$ cat src/rtl/uart_tx_arbiter_if.sv
// Uart transmit port bundle between the arbiter and the uart.
// The arbiter drives send/data; the uart reports completion.
interface uart_tx_arbiter_if #(
  parameter int DATA_W = 7
);
  logic              uart_send;
  logic [DATA_W-1:0] uart_send_data;
  logic              uart_sent;

  modport master (
    output uart_send,
    output uart_send_data,
    input  uart_sent
  );

  modport slave (
    input  uart_send,
    input  uart_send_data,
    output uart_sent
  );
endinterface

$ cat src/rtl/uart_tx_arbiter.sv
// Round-robin arbiter sharing one uart transmitter among N_REQ
// clients, with a watchdog that aborts a transfer never sent.
module uart_tx_arbiter #(
  parameter int N_REQ      = 4,
  parameter int DATA_W     = 7,
  parameter int SEND_PULSE = 2,
  parameter int TIMEOUT    = 4096
) (
  input  logic                    clk,
  input  logic                    rstN,
  input  logic [N_REQ-1:0]        req,
  input  logic [N_REQ*DATA_W-1:0] req_data,
  output logic [N_REQ-1:0]        grant,
  output logic [N_REQ-1:0]        done,
  output logic                    err,
  output logic                    busy,
  uart_tx_arbiter_if.master       uart
);

  localparam int PW  = (N_REQ > 1) ? $clog2(N_REQ) : 1;
  localparam int PCW = $clog2(SEND_PULSE + 1);
  localparam int WDW = $clog2(TIMEOUT + 1);

  localparam logic [PCW-1:0] PC_LAST = PCW'(SEND_PULSE - 1);
  localparam logic [WDW-1:0] WD_LAST = WDW'(TIMEOUT - 1);
  localparam logic [PW:0]    N_W     = (PW + 1)'(N_REQ);

  typedef enum logic [2:0] {
    IDLE,
    ISSUE,
    WAIT_LOW,
    WAIT_SENT,
    DONE
  } state_t;

  state_t state, state_n;

  logic [PW-1:0]     ptr, ptr_n;
  logic [PCW-1:0]    pcnt, pcnt_n;
  logic [WDW-1:0]    wdog, wdog_n;
  logic [N_REQ-1:0]  grant_n, done_n;
  logic              err_n;
  logic              send_q, send_n;
  logic [DATA_W-1:0] data_q, data_n;

  logic [DATA_W-1:0] rd [N_REQ];
  logic              any;
  logic [PW-1:0]     sel;
  logic [PW-1:0]     sel_nxt;
  logic [PW:0]       sum;
  logic              tout;

  assign uart.uart_send      = send_q;
  assign uart.uart_send_data = data_q;

  for (genvar g = 0; g < N_REQ; g++) begin : g_rd
    assign rd[g] = req_data[g*DATA_W +: DATA_W];
  end

  // Rotating priority search: first request at or above ptr.
  always_comb begin
    any = 1'b0;
    sel = '0;
    sum = '0;
    for (int i = 0; i < N_REQ; i++) begin
      sum = {1'b0, ptr} + (PW + 1)'(i);
      if (sum >= N_W) sum = sum - N_W;
      if (!any && req[sum[PW-1:0]]) begin
        any = 1'b1;
        sel = sum[PW-1:0];
      end
    end
  end

  // Pointer moves one past the winner, wrapping at N_REQ.
  always_comb begin
    sel_nxt = sel + PW'(1);
    if ({1'b0, sel} == N_W - (PW + 1)'(1)) sel_nxt = '0;
  end

  assign tout = (wdog == WD_LAST);

  // Next-state and next registered outputs.
  always_comb begin
    state_n = state;
    ptr_n   = ptr;
    pcnt_n  = pcnt;
    wdog_n  = wdog;
    grant_n = grant;
    done_n  = '0;
    err_n   = 1'b0;
    send_n  = send_q;
    data_n  = data_q;
    unique case (state)
      IDLE: begin
        if (any) begin
          state_n = ISSUE;
          grant_n = N_REQ'(1) << sel;
          send_n  = 1'b1;
          data_n  = rd[sel];
          ptr_n   = sel_nxt;
          pcnt_n  = '0;
          wdog_n  = '0;
        end
      end
      ISSUE: begin
        wdog_n = wdog + WDW'(1);
        if (tout) begin
          state_n = DONE;
          send_n  = 1'b0;
          done_n  = grant;
          err_n   = 1'b1;
        end else if (pcnt == PC_LAST) begin
          state_n = WAIT_LOW;
          send_n  = 1'b0;
        end else begin
          pcnt_n = pcnt + PCW'(1);
        end
      end
      WAIT_LOW: begin
        wdog_n = wdog + WDW'(1);
        if (tout) begin
          state_n = DONE;
          done_n  = grant;
          err_n   = 1'b1;
        end else if (!uart.uart_sent) begin
          state_n = WAIT_SENT;
        end
      end
      WAIT_SENT: begin
        wdog_n = wdog + WDW'(1);
        if (uart.uart_sent) begin
          state_n = DONE;
          done_n  = grant;
        end else if (tout) begin
          state_n = DONE;
          done_n  = grant;
          err_n   = 1'b1;
        end
      end
      DONE: begin
        state_n = IDLE;
        grant_n = '0;
      end
      default: begin
        state_n = IDLE;
        grant_n = '0;
        send_n  = 1'b0;
      end
    endcase
  end

  // State and all outputs registered; reset aborts silently.
  always_ff @(posedge clk or negedge rstN) begin
    if (!rstN) begin
      state  <= IDLE;
      ptr    <= '0;
      pcnt   <= '0;
      wdog   <= '0;
      grant  <= '0;
      done   <= '0;
      err    <= 1'b0;
      busy   <= 1'b0;
      send_q <= 1'b0;
      data_q <= '0;
    end else begin
      state  <= state_n;
      ptr    <= ptr_n;
      pcnt   <= pcnt_n;
      wdog   <= wdog_n;
      grant  <= grant_n;
      done   <= done_n;
      err    <= err_n;
      busy   <= (state_n != IDLE);
      send_q <= send_n;
      data_q <= data_n;
    end
  end

endmodule
$ cat src/flat_wrapper.sv
// flat-port wrapper written by rule: the top's interface ports become plain ports
module uart_tx_arbiter_flat 
#(
  parameter int N_REQ      = 4,
  parameter int DATA_W     = 7,
  parameter int SEND_PULSE = 2,
  parameter int TIMEOUT    = 4096
)
  (clk, rstN, req, req_data, grant, done, err, busy, uart_uart_send, uart_uart_send_data, uart_uart_sent);
  uart_tx_arbiter_if #(.DATA_W(DATA_W)) uart_i ();
  input  logic clk;
  input  logic rstN;
  input  logic [N_REQ-1:0] req;
  input  logic [N_REQ*DATA_W-1:0] req_data;
  output logic [N_REQ-1:0] grant;
  output logic [N_REQ-1:0] done;
  output logic err;
  output logic busy;
  output wire logic [$bits(uart_i.uart_send)-1:0] uart_uart_send;
  output wire logic [$bits(uart_i.uart_send_data)-1:0] uart_uart_send_data;
  input wire logic [$bits(uart_i.uart_sent)-1:0] uart_uart_sent;
  assign uart_uart_send = uart_i.uart_send;
  assign uart_uart_send_data = uart_i.uart_send_data;
  assign uart_i.uart_sent = uart_uart_sent;
  uart_tx_arbiter #(.N_REQ(N_REQ), .DATA_W(DATA_W), .SEND_PULSE(SEND_PULSE), .TIMEOUT(TIMEOUT)) u_core (.clk(clk), .rstN(rstN), .req(req), .req_data(req_data), .grant(grant), .done(done), .err(err), .busy(busy), .uart(uart_i));
endmodule
$ cat config.mk
export PLATFORM = sky130hd
export DESIGN_NAME = uart_tx_arbiter_flat
export DESIGN_NICKNAME = d
export VERILOG_FILES = /design/src/rtl/uart_tx_arbiter_if.sv /design/src/rtl/uart_tx_arbiter.sv /design/src/flat_wrapper.sv
export SDC_FILE = /design/constraint.sdc
export NUM_CORES = 1
export LEC_CHECK = 0
export CORE_MARGIN = 5
export CORE_UTILIZATION = 48
export CTS_CLUSTER_DIAMETER = 100
export CTS_CLUSTER_SIZE = 30
export DETAILED_ROUTE_END_ITERATION = 10
export PLACE_DENSITY = 0.84
export SLEW_MARGIN = 30
export SYNTH_ARGS = -nofsm -noshare
export SYNTH_HDL_FRONTEND = slang
export SYNTH_SLANG_ARGS = --single-unit
$ cat constraint.sdc
create_clock -name clk -period 2.65 [get_ports clk]
set_clock_uncertainty 0.2 [all_clocks]
set_input_delay 0.795 -clock clk [delete_from_list [all_inputs] [get_ports clk]]
set_output_delay 0.795 -clock clk [all_outputs]
set_load 0.02 [all_outputs]
==> metrics <==
Clock Pin Slew Worst Setup and Hold Paths=0.08 ns; unrepaired setup endpoints after global routing=no; fraction of the cycle the final worst path needs=0.9734; initial antenna violation count=0; # IOs=53; footprint of the multi-input gates=1001 um2; commonest non-fill, non-tap cell in the layout=clkdlybuf4s50_1; share of cells above drive strength 1=0.1679; # DRC=0; mux cell area share after synthesis=0.1144; most frequent cells in the layout=clkdlybuf4s50_1 (50), dfrtp_1 (38), nor2_1 (25); Yosys cell types=38; Port Buffers=52; sequential-to-total area share from yosys stat=0.4777; H-tree Lvls=2; standard-cell rows=23; RR Endpoint=u_core.uart.uart_send_data[1]; P per Cell Area=962.0 nW/um2; Cell Chain, Critical Path=clkdlybuf4s50_1 -> and3b_1 -> a31oi_1 -> nand2_2 -> buf_4 -> mux2_2 -> a221o_1; WHS=0.2904 ns; max incr delay on CP=0.46 ns; Reg2Reg Launch Point=u_core.state[0]; Ant. Diodes=0; DIE HEIGHT=74.40 um; asr flop ratio synth=1.000; M1 GR Usage=0.2391; CTS max path bufs=2; final hold violations=0; DIE AREA=5535 um2; syn_nets=231; worst skew pair latency=0.29 ns; outcome=complete, no violations; reg-to-reg slack, setup=0.47 ns; hold crit path type=flop to flop; Synth Register Bits=38; core area=4000 um2; compound-cell area share of the yosys netlist=0.1175; Worst Hold Depth=1; vias in the first global route=1767; total wire length=4.841 mm; XOR/XNOR share of the synthesized area=0.03960; largest family of logic cells by synthesized area=simple AND/OR/NAND/NOR gates; gr usage total=0.1930; routing usage on met3=0.05270; Root Driver=clkbuf_8; min-delay src=u_core.pcnt[0]; clock sinks=38; DR vias=1676; Reg area=950.9 um2; utilization after layout=0.6994; Initial Util=0.4977; Final TNS setup=0 ns; final setup fails=0; Congestion Overflow GR=0; Slew Limit Headroom=0.6606; DRT iter0 DRCs=84; Slew @ Worst Pin=0.5037 ns; Final Max Tran Viols=0; WS Path Type=input port to flop; Avg Cell Area, Syn=10.48 um2; Fillers=314; fmax=0.3877 GHz; Top Usage Layer GRT=met2; Die Wd=74.40 um; prevailing post-synth register cell=dfrtp_1; Worst path top cell family by delay=buffers and inverters; GPL Wtd Cong=0.7912; crit path DAT=2.55 ns; GR Util met2=0.3239; adder-cell share of the synthesized area=0.03771; maximum VDD drop=0.5428 mV; vias per cell=5.372; largest net degree at the start of global routing=39; Syn Inst Count=190; crit path buf inv count=2; P&R area growth vs syn=40.54%; TritonCTS clock tree=yes; global-route wire length before repair=8.045 mm; Worst Setup End Kind=flop; length of the first detailed-routing pass in iterations=4; Yosys Warn Count=0; drt wl/cell=15.52 um; CTS Buf Count=5; Max Cap Viol=0; leakage power=0.001287 uW; critical-path maximum fanout=7; Post-synth EDFFs=0; FF-to-FF path depth=6; Netlist Area Pre-Place=1991 um2; Critical-path top delay cell=clkdlybuf4s50_1; post-route antenna net violation count=0; Tmin final=2.579 ns; hpwl dp=3.582 mm; Hold Path Sink=u_core.pcnt[0]; critical path required time=2.62 ns; simple-gate share of the synthesized area=0.1867; startpoint types=input port; Power Total=2691 uW; fin nets=302
through the flow:
| step | cells | setup slack, ns | cell area [um2] |
|---|---|---|---|
| 2_1_floorplan | 190 | 0.3119 | 1991 |
| 3_3_place_gp | 302 | -0.2646 | 2668 |
| 3_5_place_dp | 302 | -0.3571 | 2668 |
| 4_1_cts | 312 | 0.05671 | 2778 |
| 5_1_grt | 312 | 0.02863 | 2798 |
| 6_report | 312 | 0.07059 | 2798 |
cell usage after synthesis, types with 5 or more instances:
master   number  area, um2
ha_1          6      75.07
mux2_2        6      67.56
xor2_1        8      70.07
a21oi_1       5      25.02
nor2_1       25      93.84
a221o_1       7      70.07
inv_1         7      26.28
nand3_1       8      40.04
and2_1       11      68.82
mux2_1        8      90.09
dfrtp_1      38      950.9
mux2i_1       7      70.07
nand2_1      13      48.80
layout make-up:
class	count	area share
Multi-Input combinational cell	140	0.3578
Sequential cell	38	0.3399
Timing Repair Buffer	69	0.2366
Clock buffer	6	0.02952
Tap cell	50	0.02236
Inverter	7	0.009392
Clock inverter	2	0.004472
layer usage:
metal,up-vias,part of all wire
met1,815,0.44
met4,0,0.018
met5,-,0
met2,49,0.50
met3,7,0.044
li1,805,-
state kept, by name, summed over array words and instances (netlist names):
register and count:
u_core.err 1, u_core.state 3, u_core.uart.uart_send_data 7, u_core.busy 1, u_core.uart.uart_send 1, u_core.pcnt 2, u_core.wdog 13, u_core.ptr 2
u_core.done 4, u_core.grant 4
kinds of logic (layout without fill, tap and decap cells):
logic type,after synthesis,in the layout
simple gates,76,76
flops,38,38
compound gates,28,28
mux,21,21
buf+inv,12,84
xor+xnor,9,9
fa+ha+maj,6,6
what timing repair did:
item                       4_1_cts  5_1_grt
hold buffers                     0        0
buffers inserted                 2        0
setup endpoints to repair        6        5
resized for setup                0        5
pin swaps                        1        0
report_power, final:
part / switching (uW) / internal (uW)
Clock: 217 / 209
Sequential: 139 / 750
Combinational: 676 / 700
worst max-delay path by stage:
stage / startpoint / end / slack (ns) / cells past startpoint
after detailed placement: req[3] / u_core.uart.uart_send_data[1] / -0.36 / 6
after floorplan: req[0] / u_core.uart.uart_send_data[5] / 0.31 / 5
final: req[1] / u_core.uart.uart_send_data[1] / 0.07 / 7
after global placement: req[3] / u_core.uart.uart_send_data[5] / -0.26 / 6
after global routing: req[1] / u_core.uart.uart_send_data[1] / 0.03 / 7
after CTS: req[3] / u_core.uart.uart_send_data[1] / 0.06 / 7
Note: power is estimated with default switching activity, not from simulation.
